[src/rtl/glyph_update_scheduler.sv]
// Glyph-code table for the character painter: arbitrated RTC/user writes staged in a
// shadow table, committed slot-by-slot at vblank start; also drives the cursor blink.
module glyph_update_scheduler #(
  parameter int SLOTS        = 6,
  parameter int CODE_W       = 4,
  parameter int BLINK_FRAMES = 30
) (
  input  logic              clk,
  input  logic              rst_n,
  input  logic              vblank,
  input  logic              rtc_req,
  input  logic [2:0]        rtc_slot,
  input  logic [CODE_W-1:0] rtc_code,
  output logic              rtc_ack,
  input  logic              usr_req,
  input  logic [2:0]        usr_slot,
  input  logic [CODE_W-1:0] usr_code,
  output logic              usr_ack,
  input  logic              cursor_en,
  input  logic [2:0]        cursor_slot,
  input  logic [2:0]        rd_slot,
  output logic [CODE_W-1:0] rd_code,
  output logic              rd_visible,
  output logic              commit_done,
  output logic              err_slot
);

  localparam int BW = $clog2(BLINK_FRAMES);

  typedef enum logic [1:0] {
    IDLE   = 2'd0,
    COMMIT = 2'd1,
    DONE   = 2'd2
  } state_t;

  state_t                       state_q, state_d;
  logic [2:0]                   idx_q, idx_d;
  logic [SLOTS-1:0][CODE_W-1:0] live_q, live_d;
  logic [SLOTS-1:0][CODE_W-1:0] shadow_q, shadow_d;
  logic [SLOTS-1:0]             pend_q, pend_d;
  logic                         vblank_q, vblank_d;
  logic [BW-1:0]                blink_cnt_q, blink_cnt_d;
  logic                         blink_phase_q, blink_phase_d;
  logic                         rr_usr_q, rr_usr_d;
  logic                         rtc_ack_q, rtc_ack_d;
  logic                         usr_ack_q, usr_ack_d;
  logic                         commit_done_q, commit_done_d;
  logic                         err_slot_q, err_slot_d;

  logic                         vblank_rise;
  logic                         rtc_vld, usr_vld;
  logic                         grant_rtc, grant_usr;
  logic [2:0]                   wr_slot;
  logic [CODE_W-1:0]            wr_code;

  assign vblank_rise = vblank && !vblank_q;

  // A requester is masked while its ack is out so a held req is not taken twice.
  assign rtc_vld   = rtc_req && !rtc_ack_q;
  assign usr_vld   = usr_req && !usr_ack_q;
  assign grant_rtc = rtc_vld && (!usr_vld || !rr_usr_q);
  assign grant_usr = usr_vld && !grant_rtc;
  assign wr_slot   = grant_rtc ? rtc_slot : usr_slot;
  assign wr_code   = grant_rtc ? rtc_code : usr_code;

  always_comb begin
    state_d       = state_q;
    idx_d         = idx_q;
    live_d        = live_q;
    shadow_d      = shadow_q;
    pend_d        = pend_q;
    vblank_d      = vblank;
    blink_cnt_d   = blink_cnt_q;
    blink_phase_d = blink_phase_q;
    rr_usr_d      = rr_usr_q;
    rtc_ack_d     = 1'b0;
    usr_ack_d     = 1'b0;
    commit_done_d = 1'b0;
    err_slot_d    = 1'b0;

    if (vblank_rise) begin
      if (blink_cnt_q == BW'(BLINK_FRAMES - 1)) begin
        blink_cnt_d   = '0;
        blink_phase_d = !blink_phase_q;
      end else begin
        blink_cnt_d = blink_cnt_q + 1'b1;
      end
    end

    case (state_q)
      IDLE: begin
        // A vblank edge takes priority; any request in that cycle waits for IDLE again.
        if (vblank_rise) begin
          state_d = COMMIT;
          idx_d   = '0;
        end else if (grant_rtc || grant_usr) begin
          rtc_ack_d = grant_rtc;
          usr_ack_d = grant_usr;
          if (rtc_vld && usr_vld) begin
            rr_usr_d = grant_rtc;
          end
          if ({1'b0, wr_slot} < 4'(SLOTS)) begin
            for (int i = 0; i < SLOTS; i++) begin
              if (wr_slot == 3'(i)) begin
                shadow_d[i] = wr_code;
                pend_d[i]   = 1'b1;
              end
            end
          end else begin
            err_slot_d = 1'b1;
          end
        end
      end
      COMMIT: begin
        for (int i = 0; i < SLOTS; i++) begin
          if (idx_q == 3'(i) && pend_q[i]) begin
            live_d[i] = shadow_q[i];
            pend_d[i] = 1'b0;
          end
        end
        if (idx_q == 3'(SLOTS - 1)) begin
          state_d       = DONE;
          commit_done_d = 1'b1;
        end else begin
          idx_d = idx_q + 3'd1;
        end
      end
      DONE: begin
        state_d = IDLE;
      end
      default: begin
        state_d = IDLE;
      end
    endcase
  end

  always_ff @(posedge clk or negedge rst_n) begin
    if (!rst_n) begin
      state_q       <= IDLE;
      idx_q         <= '0;
      live_q        <= '0;
      shadow_q      <= '0;
      pend_q        <= '0;
      vblank_q      <= 1'b0;
      blink_cnt_q   <= '0;
      blink_phase_q <= 1'b0;
      rr_usr_q      <= 1'b0;
      rtc_ack_q     <= 1'b0;
      usr_ack_q     <= 1'b0;
      commit_done_q <= 1'b0;
      err_slot_q    <= 1'b0;
    end else begin
      state_q       <= state_d;
      idx_q         <= idx_d;
      live_q        <= live_d;
      shadow_q      <= shadow_d;
      pend_q        <= pend_d;
      vblank_q      <= vblank_d;
      blink_cnt_q   <= blink_cnt_d;
      blink_phase_q <= blink_phase_d;
      rr_usr_q      <= rr_usr_d;
      rtc_ack_q     <= rtc_ack_d;
      usr_ack_q     <= usr_ack_d;
      commit_done_q <= commit_done_d;
      err_slot_q    <= err_slot_d;
    end
  end

  assign rtc_ack     = rtc_ack_q;
  assign usr_ack     = usr_ack_q;
  assign commit_done = commit_done_q;
  assign err_slot    = err_slot_q;

  // Painter read port: out-of-range slots read as a dark blank.
  always_comb begin
    rd_code    = '0;
    rd_visible = 1'b0;
    for (int i = 0; i < SLOTS; i++) begin
      if (rd_slot == 3'(i)) begin
        rd_code    = live_q[i];
        rd_visible = !(cursor_en && (cursor_slot == rd_slot) && blink_phase_q);
      end
    end
  end

endmodule

[config.mk]
export PLATFORM = sky130hd
export DESIGN_NAME = glyph_update_scheduler
export DESIGN_NICKNAME = d
export VERILOG_FILES = /design/src/rtl/glyph_update_scheduler.sv
export SDC_FILE = /design/constraint.sdc
export NUM_CORES = 1
export LEC_CHECK = 0
export ABC_AREA = 1
export BUFFER_PORTS_ARGS = -buffer_cell sky130_fd_sc_hd__buf_2
export CELL_PAD_IN_SITES_DETAIL_PLACEMENT = 0
export CELL_PAD_IN_SITES_GLOBAL_PLACEMENT = 2
export CORE_ASPECT_RATIO = 0.9
export CORE_UTILIZATION = 37
export CTS_BUF_LIST = sky130_fd_sc_hd__clkbuf_8 sky130_fd_sc_hd__clkbuf_16
export DETAILED_ROUTE_END_ITERATION = 16
export GPL_ROUTABILITY_DRIVEN = 1
export MAX_ROUTING_LAYER = met4
export PLACE_DENSITY = 0.8
export RECOVER_POWER = 50
export SYNTH_ARGS = -nofsm -noshare
export SYNTH_HDL_FRONTEND = slang
export SYNTH_SLANG_ARGS = --single-unit
[constraint.sdc]
create_clock -name clk -period 1.8 [get_ports clk]
set_input_delay 0.09 -clock clk [delete_from_list [all_inputs] [get_ports clk]]
set_output_delay 0.09 -clock clk [all_outputs]
set_load 0.05 [all_outputs]
==> flow_summary_export.csv <==
group,metric,value,unit
timing,skew,7.56,ps
logic_synthesis,synth_compound_area_share,10.2,%
run_status,run_status,"complete, no violations",
logic_synthesis,postSynthCellCount,370,
clock_tree,cts_buffers,9,
critical_path,reg2reg_setup_slack,150,ps
detailed_routing,drt-pass1-iter-count,4,
logic_synthesis,synth_area_leader_cell,"dfrtp_1",
final_layout,fill_cells,900,
timing,slew_headroom,35.4,%
logic_synthesis,ys_ff_latch,71,
hold_path,hold-path-cell-count,3,
timing,fin_setup_tns,0,ps
logic_synthesis,synthDistinctLibCells,32,
floorplan,rows,33,
logic_synthesis,muxShareOfSynthArea,4.91,%
clock_tree,tritoncts,"done",
final_layout,drive_gt1_share,22.0,%
critical_path,cp_max_fo,11,
final_layout,utilization,44.8,%
logic_synthesis,synth_nets,403,
detailed_routing,drt_wl_total,7900,um
grt,antenna_found_initial,0,
power,total_power,6.08,mW
logic_synthesis,async_flop_share,100,%
placed_design,hpwl,5880,um
critical_path,reg2regPathDepth,8,
timing,tightest_slew,969,ps
placed_design,portBuffers,34,
logic_synthesis,synth_area,3490,um^2
clock_tree,cts.sinks,71,
detailed_routing,via_per_inst,4.74,
logic_synthesis,syn-mean-instance-area,9.44,um^2
final_layout,syn2layout_area_growth,17.2,%
final_layout,seq_area,1780,um^2
detailed_routing,post_drt_wl_per_cell,14.4,um
logic_synthesis,synth_top_area_share,50.9,%
critical_path,slowest_stage,"dfrtp_1",
floorplan,start_util,38.3,%
logic_synthesis,synth_fa_ha_area_share,2.51,%
critical_path,crit_path_end_kind,"flop",
grt,grt_pass1_vias,2753,
power,ir_drop,717,uV
final_layout,diodes,0,
detailed_routing,drc,0,
grt,use_met1,22.5,%
clock_tree,postCtsSetupBuffers,0,
detailed_routing,ant_nets,0,
logic_synthesis,seq_area_frac_synth,50.9,%
timing,slew_violations,0,
timing,fmax,604,MHz
grt,grt_max_degree,72,
logic_synthesis,synthSimpleGateAreaFrac,25.6,%
clock_tree,htree_levels,3,
logic_synthesis,synthXorXnorAreaFrac,0.251,%
placed_design,gp_congestion,0.769,
floorplan,die_area,9830,um^2
detailed_routing,vias,2608,
final_layout,layout_commonest_cell,"nand2_1",
grt,grtUsageMet3,4.02,%
timing,setup_viol,0,
grt,grt_util_all_layers,18.3,%
timing,rsz0062_at_grt,"yes",
detailed_routing,drtIter0Drc,96,
critical_path,cp.required,2020,ps
grt,overflow,0,
critical_path,cpPeakStageDelay,380,ps
logic_synthesis,synth_edf_count,0,
critical_path,path_class,"reg2reg",
final_layout,fin_nets,456,
clock_tree,clk_pin_slew,90,ps
final_layout,multi_input_area,1550,um^2
critical_path,crit_top_cell,"inv_1",
job,max_cap_viol_count,0,
critical_path,worstPathArrival,1880,ps
final_layout,mostFrequentLayoutCells,"nand2_1 (82), dfrtp_1 (71), inv_1 (42)",
grt,grt-busiest-layer,"met2",
power,p_per_area,1490,nW/um^2
clock_tree,clock_latency,340,ps
timing,fin_crit_sh,91.9,%
grt,grt_first_pass_wirelength,13300,um
clock_tree,root_buffer,"clkbuf_8",
logic_synthesis,synth_top_family_by_area,"simple AND/OR/NAND/NOR gates",
power,leakage,1.99,nW
grt,grt.met2_usage,30.2,%
critical_path,cp-start-kind,"flop",
floorplan,die-height,94.2,um
hold_path,min_path_type,"in2reg",
timing,post-route-min-period,1650,ps
logic_synthesis,ys_top_cells_by_area,"dfrtp_1 (51%), nand2_1 (8.8%), inv_1 (4.5%), nand3_1 (4.2%), o21ai_0 (3.9%)",
clock_tree,clk_path_buf_depth,2,
critical_path,crit_chain,"inv_1 > nand3_4 > nand2_8 > buf_4 > mux2i_4 > inv_1 > nand2_1 > o21ai_0",
floorplan,die_w,104,um
floorplan,fp.coreArea,9130,um^2
logic_synthesis,yosys_warnings,0,
timing,finalHoldViolations,0,
logic_synthesis,synth_flop_cell,"dfrtp_1",
floorplan,ios,35,
[timing repair]
item / 4_1_cts / 5_1_grt
hold endpoints to repair: 72 / 0
gates resized for setup: 0 / 4
endpoints found under the setup margin: 0 / 14
hold buffers: 2 / 0
[worst paths after layout]
path                                   to      startpoint
min reg2reg                blink_cnt_q[4]  blink_cnt_q[4]
min                          shadow_q[17]     rtc_code[1]
max reg2reg                   shadow_q[3]         usr_ack
max in group asynchronous   blink_phase_q           rst_n
max                           shadow_q[3]         usr_ack
min in group asynchronous    shadow_q[19]           rst_n
[cell families (layout without fill, tap and decap cells)]
kind of cell / count (synthesis) / in the layout
simple gates: 165 / 166
flops: 71 / 71
compound gates: 67 / 67
buf+inv: 47 / 104
mux: 12 / 12
fa+ha+maj: 7 / 7
xor+xnor: 1 / 1
[sequential cells by signal (all words and copies together), names as in the netlist, 2 cells and up]
name and flops:
blink_cnt_q 5, live_q 24, idx_q 3, pend_q 6, shadow_q 24, state_q 2
[per-layer routing]
| metal | up-vias | wire length, um |
|---|---|---|
| met1 | 1210 | 3870 |
| li1 | 1355 | - |
| met2 | 36 | 3700 |
| met3 | 7 | 229 |
| met5 | - | 0 |
| met4 | 0 | 97 |
[cell type report]
cell class | count | area share [%]
sequential | 71 | 43.4
multi-input combinational | 253 | 37.8
timing repair buffer | 42 | 5.66
inverter | 46 | 4.34
tap | 122 | 3.73
clock buffer | 9 | 3.03
clock inverter | 7 | 1.99
[stage by stage]
step                      setup WS, ps  hold slack (ps)  std cells  instance area [um^2]
after floorplan                   81.6             -206        370                  3490
after global placement             163              154        531                  3850
after detailed placement           120              152        531                  3850
after CTS                          103             69.2        549                  4080
after global routing             -3.57             91.4        550                  4090
final                              145             84.1        550                  4090
[worst max-delay path: cells and delay by family (launching register included)]
kind	cells	cell delay, ps
DFF	1	380
AOI/OAI and AO/OA	1	70
and+or+nand+nor	3	330
muxes	1	350
buffers and inverters	3	410
[synthesized netlist by cell type (2+ instances only)]
library cell and instances:
mux2i_4 3, dfrtp_1 71, nand3_1 29, nand4_4 4, inv_1 42, nand2_4 6, ha_1 7, nor2_4 5
o22ai_1 3, and3_1 2, nor2_2 2, a21oi_1 10, nand3_2 2, o21ai_0 27, nor3_1 5, nand4_1 5
o21ai_1 22, o2111ai_1 4, nand2_2 4, nor2_1 16, inv_2 2, mux2_2 8, nand2_1 82
[where the power goes]
group | switching, mW | internal, mW | total (mW)
Combinational | 1.34 | 0.742 | 2.08
Clock | 0.654 | 0.656 | 1.31
Sequential | 0.420 | 2.27 | 2.69
No activity file was read; power rests on OpenSTA's default activity.
